<file path="src/rtl/multi_s2f_pkg.sv">
// Shared definitions for the slow-to-fast multi-bit synchroniser source stage.
// Holds the FSM state encoding, the default word width and the counter sizing helper.
package multi_s2f_pkg;

    localparam int DEF_DATA_WIDTH = 8;

    typedef enum logic [1:0] {
        IDLE = 2'd0,
        LOAD = 2'd1,
        HOLD = 2'd2,
        GAP  = 2'd3
    } state_t;

    // The counter only ever holds (cycles - 1), so the larger window needs $clog2(max) bits.
    function automatic int cnt_width(input int hold_cyc, input int gap_cyc);
        int max_cyc;
        max_cyc = (hold_cyc > gap_cyc) ? hold_cyc : gap_cyc;
        return (max_cyc < 2) ? 1 : $clog2(max_cyc);
    endfunction

endpackage

</file>
<file path="src/rtl/multi_s2f_fifo.sv">
// Single-clock synchronous FIFO with registered storage and an occupancy count.
// The head entry is always visible on rd_data; rd_en removes it on the clock edge.
module multi_s2f_fifo #(
    parameter int DATA_WIDTH = 8,
    parameter int FIFO_DEPTH = 4
) (
    input  logic                            clka,
    input  logic                            rst_n,
    input  logic                            wr_en,
    input  logic [DATA_WIDTH-1:0]           wr_data,
    input  logic                            rd_en,
    output logic [DATA_WIDTH-1:0]           rd_data,
    output logic                            full,
    output logic                            empty,
    output logic [$clog2(FIFO_DEPTH+1)-1:0] level
);

    localparam int AW = $clog2(FIFO_DEPTH);
    localparam int LW = $clog2(FIFO_DEPTH + 1);

    logic [DATA_WIDTH-1:0] mem [FIFO_DEPTH];
    logic [AW-1:0]         wr_ptr;
    logic [AW-1:0]         rd_ptr;
    logic [LW-1:0]         cnt;
    logic                  wr_ok;
    logic                  rd_ok;

    assign full    = (cnt == LW'(FIFO_DEPTH));
    assign empty   = (cnt == '0);
    assign level   = cnt;
    assign rd_data = mem[rd_ptr];

    assign wr_ok = wr_en && !full;
    assign rd_ok = rd_en && !empty;

    always_ff @(posedge clka) begin
        if (wr_ok) begin
            mem[wr_ptr] <= wr_data;
        end
    end

    // Pointers wrap naturally because FIFO_DEPTH is a power of two.
    always_ff @(posedge clka or negedge rst_n) begin
        if (!rst_n) begin
            wr_ptr <= '0;
            rd_ptr <= '0;
            cnt    <= '0;
        end else begin
            if (wr_ok) begin
                wr_ptr <= wr_ptr + AW'(1);
            end
            if (rd_ok) begin
                rd_ptr <= rd_ptr + AW'(1);
            end
            case ({wr_ok, rd_ok})
                2'b10:   cnt <= cnt + LW'(1);
                2'b01:   cnt <= cnt - LW'(1);
                default: ;
            endcase
        end
    end

endmodule

</file>
<file path="src/rtl/multi_s2f_tx.sv">
// Slow-domain source stage ahead of the slow-to-fast multi-bit synchroniser.
// Buffers upstream words and emits each as stable data plus a fixed-width valid pulse.
module multi_s2f_tx
    import multi_s2f_pkg::*;
#(
    parameter int DATA_WIDTH = DEF_DATA_WIDTH,
    parameter int FIFO_DEPTH = 4,
    parameter int HOLD_CYC   = 2,
    parameter int GAP_CYC    = 1
) (
    input  logic                            clka,
    input  logic                            rst_n,
    input  logic [DATA_WIDTH-1:0]           s_data,
    input  logic                            s_valid,
    output logic                            s_ready,
    output logic [DATA_WIDTH-1:0]           dout,
    output logic                            valid_out,
    output logic                            busy,
    output logic [$clog2(FIFO_DEPTH+1)-1:0] level
);

    // state | meaning
    // IDLE  | nothing in flight, valid_out low, waiting for a buffered word
    // LOAD  | head word just popped into dout, valid_out still low for setup
    // HOLD  | valid_out high for HOLD_CYC cycles, dout frozen
    // GAP   | valid_out low for GAP_CYC extra cycles so the fast side sees a clean edge

    localparam int                 CNT_W     = cnt_width(HOLD_CYC, GAP_CYC);
    localparam logic [CNT_W-1:0]   HOLD_LOAD = CNT_W'(HOLD_CYC - 1);
    localparam logic [CNT_W-1:0]   GAP_LOAD  = CNT_W'((GAP_CYC > 0) ? GAP_CYC - 1 : 0);

    state_t                state_q;
    state_t                state_d;
    logic [CNT_W-1:0]      cnt_q;
    logic [CNT_W-1:0]      cnt_d;
    logic                  pop;
    logic                  push;
    logic                  full;
    logic                  empty;
    logic [DATA_WIDTH-1:0] head;
    logic [DATA_WIDTH-1:0] dout_d;
    logic                  valid_d;

    assign s_ready = !full;
    assign push    = s_valid && s_ready;
    assign busy    = !empty || (state_q != IDLE);

    multi_s2f_fifo #(
        .DATA_WIDTH (DATA_WIDTH),
        .FIFO_DEPTH (FIFO_DEPTH)
    ) u_fifo (
        .clka    (clka),
        .rst_n   (rst_n),
        .wr_en   (push),
        .wr_data (s_data),
        .rd_en   (pop),
        .rd_data (head),
        .full    (full),
        .empty   (empty),
        .level   (level)
    );

    always_ff @(posedge clka or negedge rst_n) begin
        if (!rst_n) begin
            state_q   <= IDLE;
            cnt_q     <= '0;
            dout      <= '0;
            valid_out <= 1'b0;
        end else begin
            state_q   <= state_d;
            cnt_q     <= cnt_d;
            dout      <= dout_d;
            valid_out <= valid_d;
        end
    end

    always_comb begin
        state_d = state_q;
        cnt_d   = cnt_q;
        pop     = 1'b0;
        case (state_q)
            IDLE: begin
                if (!empty) begin
                    state_d = LOAD;
                    pop     = 1'b1;
                end
            end
            LOAD: begin
                state_d = HOLD;
                cnt_d   = HOLD_LOAD;
            end
            HOLD: begin
                if (cnt_q != '0) begin
                    cnt_d = cnt_q - CNT_W'(1);
                end else if (GAP_CYC > 0) begin
                    state_d = GAP;
                    cnt_d   = GAP_LOAD;
                end else if (!empty) begin
                    state_d = LOAD;
                    pop     = 1'b1;
                end else begin
                    state_d = IDLE;
                end
            end
            GAP: begin
                if (cnt_q != '0) begin
                    cnt_d = cnt_q - CNT_W'(1);
                end else if (!empty) begin
                    state_d = LOAD;
                    pop     = 1'b1;
                end else begin
                    state_d = IDLE;
                end
            end
            default: state_d = IDLE;
        endcase
    end

    // dout only moves on LOAD entry, so it is settled a full cycle before valid rises.
    always_comb begin
        valid_d = (state_d == HOLD);
        dout_d  = pop ? head : dout;
    end

endmodule
</file>
<file path="config.mk">
export PLATFORM = sky130hd
export DESIGN_NAME = multi_s2f_tx
export DESIGN_NICKNAME = d
export VERILOG_FILES = /design/src/rtl/multi_s2f_pkg.sv /design/src/rtl/multi_s2f_fifo.sv /design/src/rtl/multi_s2f_tx.sv
export SDC_FILE = /design/constraint.sdc
export NUM_CORES = 1
export LEC_CHECK = 0
export ABC_AREA = 1
export ABC_CLOCK_PERIOD_IN_PS = 2700
export CORE_AREA = 2 2 63 125
export DETAILED_ROUTE_END_ITERATION = 7
export DIE_AREA = 0 0 65 127
export GPL_ROUTABILITY_DRIVEN = 0
export PLACE_DENSITY = 0.57
export RECOVER_POWER = 25
export SLEW_MARGIN = 20
export SYNTH_ARGS = -nofsm -noshare
export SYNTH_HDL_FRONTEND = slang
export SYNTH_SLANG_ARGS = --single-unit
</file>
<file path="constraint.sdc">
create_clock -name clka -period 2.7 [get_ports clka]
set_clock_uncertainty 0.15 [all_clocks]
set_input_delay 0.675 -clock clka [delete_from_list [all_inputs] [get_ports clka]]
set_output_delay 0.675 -clock clka [all_outputs]
set_load 0.005 [all_outputs]
</file>
==> flow_summary.ini <==
[status]
outcome = completed

[floorplanning]
die-area_um2 = 8255
die_h_um = 127
num_io_pins = 25
initial_utilization_pct = 31.73
core_area_um2 = 7212
die_w_um = 65
num_rows = 44

[route]
first_iter_violations = 51
via_per_inst = 4.359
vias = 1456
route.detailed.drc = 0
postRouteAntennaNets = 0
wl_per_cell_um = 12.71
drt-pass1-iter-count = 4
drt-total-wl_um = 4244

[place]
io_buffers = 24
post-place-ws_ns = 0.1537
placed_area_um2 = 2638
dp_hpwl_um = 3027

[cts]
htree_num_levels = 2
post_cts_resized = 0
cts_buffer_depth = 2
clock-sinks = 51
clk_latency_ns = 0.29
cts_tree = built
root_buffer = clkbuf_16
hold_buffers = 0
clk_pin_slew_worst_paths_ns = 0.07
cts_made_buffers = 5
postCtsSetupBuffers = 0

[finish]
syn2layout_area_growth_pct = 22.58
final_area_um2 = 2805
final_util_pct = 38.90
diodes = 0
num-fill-cells = 714
nets = 262
multi_input_area_um2 = 714.4
drive_above_1_share_pct = 13.64
regArea_um2 = 1436

[yosys]
avgSynthCellArea_um2 = 11.00
synth.distinct_cells = 23
synth-seq-cells = 51
synth_compound_area_share_pct = 5.194
synth_xor_area_share_pct = 1.914
synthMuxAreaShare_pct = 0
synthSimpleGateAreaFrac_pct = 18.32
synth.cell_area_um2 = 2288
yosys_warnings = 0
syn_inst = 208
synthAdderAreaFrac_pct = 5.796
seq_area_frac_synth_pct = 62.77
synth_nets = 229
synth_top_family_by_area = simple AND/OR/NAND/NOR gates

[power_and_ir_drop]
ir_drop_uv = 360.1
p_leak_nw = 1.169
power_density_nw_per_um2 = 1195

[setup_path]
start_kind = register
slowest_delay_ns = 0.39
cp.required_ns = 2.73
critPathTopFamily = adder cells
path_buf_inv = 4
critPathMaxFanout = 9
r2r_start = state_q[0]
crit_slowest_cell = dfrtp_1
path_common_cell = inv_1
worst-setup-path-type = reg -> reg
setup.worst_path.end_class = register
crit_chain = inv_1, ha_1, inv_1, nand3_4, inv_2, ha_1, inv_1, fa_1, a21oi_1, o21ai_0, xor2_1
worst_ep_arrival_time_ns = 2.40
startpoint = state_q[0]

[global_route]
grt_max_degree = 20
track_usage_pct = 11.48
antenna_found_initial = 0
overflow = 0
grt_pass1_wl_um = 6955
grt_pass1_vias = 1457

[timing]
worst_slack_ns = 0.3222
max_freq_mhz = 420.6
rsz0062_at_grt = no
slew_viol_final = 0
tightestPinTransition_ns = 1.110
finalSetupTns_ns = 0
setup_viol = 0
fin_crit_sh_pct = 88.07
maxSlewHeadroom_pct = 25.98
post-route-min-period_ns = 2.378
hold_violations = 0

[hold_path]
hold_start = dout[2]
hp-class = reg -> reg

[flow_run]
maxCapViolations = 0
==> cells by family (layout without fill, tap and decap cells) <==
kind of cell	Yosys count	after routing
XOR/XNOR	5	5
flip-flops	51	51
adder cells (fa/ha/maj)	10	10
AO/OA/AOI/OAI	23	23
buffers and inverters	26	60
AND/OR/NAND/NOR	93	93
==> report_power, final <==
part / leakage, nW / switching [W] / internal (W) / total, W
registers: 0.522 / 0.000159 / 0.00109 / 0.00125
clock network: 0.0804 / 0.000282 / 0.000440 / 0.000722
logic: 0.567 / 0.000788 / 0.000593 / 0.00138
total: 1.17 / 0.00123 / 0.00212 / 0.00335
==> cells in the mapped netlist (all sizes together) <==
master  count  share of area [%]
xnor2       2               0.77
dfrtp      19                 21
ha          9                4.9
inv        21                3.4
a21oi       4               0.87
buf         5                2.6
nand3b      1               0.33
nand2      45                9.1
edfxtp     32                 42
nand3       5                1.6
o21ai      19                4.3
nor2       42                7.2
fa          1               0.87
xor2        3                1.1
==> area by class of cell <==
class	instances	area share, %
sequential	51	51.20
multi-input combinational	131	25.47
timing repair buffer	31	10.30
clock buffer	5	4.460
tap	92	4.103
inverter	21	2.810
clock inverter	3	1.650
==> path summary, 6_finish.rpt <==
check	end	slack, ns	cells after the start
setup reg to reg	u_fifo.level[2]	0.32	11
hold / removal	dout[2]	0.34	2
hold reg to reg	dout[2]	0.34	2
setup / recovery	u_fifo.level[2]	0.32	11
max in group asynchronous	cnt_q	0.78	2
min in group asynchronous	u_fifo.level[0]	0.95	2
==> worst register-to-register path: cells and delay by family (launching register included) <==
family,cells,cell delay (ns)
xor gates and xnor gates,1,0.15
and+or+nand+nor,1,0.08
AOI/OAI and AO/OA,2,0.25
adders and majority gates,3,0.79
DFF,1,0.39
buffers and inverters,4,0.43
==> stage by stage <==
step | cells | total power (W) | hold WS (ns)
6_report | 334 | 0.003353 | 0.3394
5_1_grt | 334 | 0.003621 | 0.3706
4_1_cts | 334 | 0.003413 | 0.3461
3_5_place_dp | 326 | 0.002678 | 0.3265
3_3_place_gp | 326 | 0.002657 | 0.3278
2_1_floorplan | 208 | 0.002245 | 0.2294
==> layout by cell type, fill, tap and decap left out <==
| cell | instances |
|---|---|
| xor2_1 | 3 |
| o21ai_2 | 1 |
| clkinvlp_4 | 1 |
| nand3b_1 | 1 |
| xnor2_1 | 2 |
| clkdlybuf4s50_1 | 20 |
| nand3_1 | 4 |
| o21ai_0 | 9 |
| fa_1 | 1 |
| dfrtp_1 | 19 |
| inv_6 | 1 |
| dlygate4sd3_1 | 4 |
| nand2_2 | 10 |
| clkbuf_1 | 1 |
| bufinv_16 | 1 |
| inv_2 | 4 |
| buf_4 | 6 |
| clkbuf_16 | 5 |
| inv_1 | 17 |
| edfxtp_1 | 32 |
| nand2_1 | 33 |
| a21oi_1 | 4 |
| nor2_1 | 41 |
| nor2_4 | 1 |
| nand2_4 | 2 |
| o21ai_1 | 9 |
| ha_1 | 9 |
| nand3_4 | 1 |
==> state kept, by name, summed over array words and instances, names as in the netlist <==
register       flops
valid_out          1
u_fifo.rd_ptr      2
u_fifo.mem        32
cnt_q              1
dout               8
u_fifo.level       3
state_q            2
u_fifo.wr_ptr      2
==> routing by layer <==
metal / wire (um) / up-vias / global-route usage [%]
li1: - / 730 / -
met2: 2419 / 22 / 20.98
met3: 106 / 7 / 2.377
met5: 0 / - / 0
met1: 1595 / 697 / 11.77
met4: 122 / 0 / 6.383
Power figures use the tool's default switching activity.
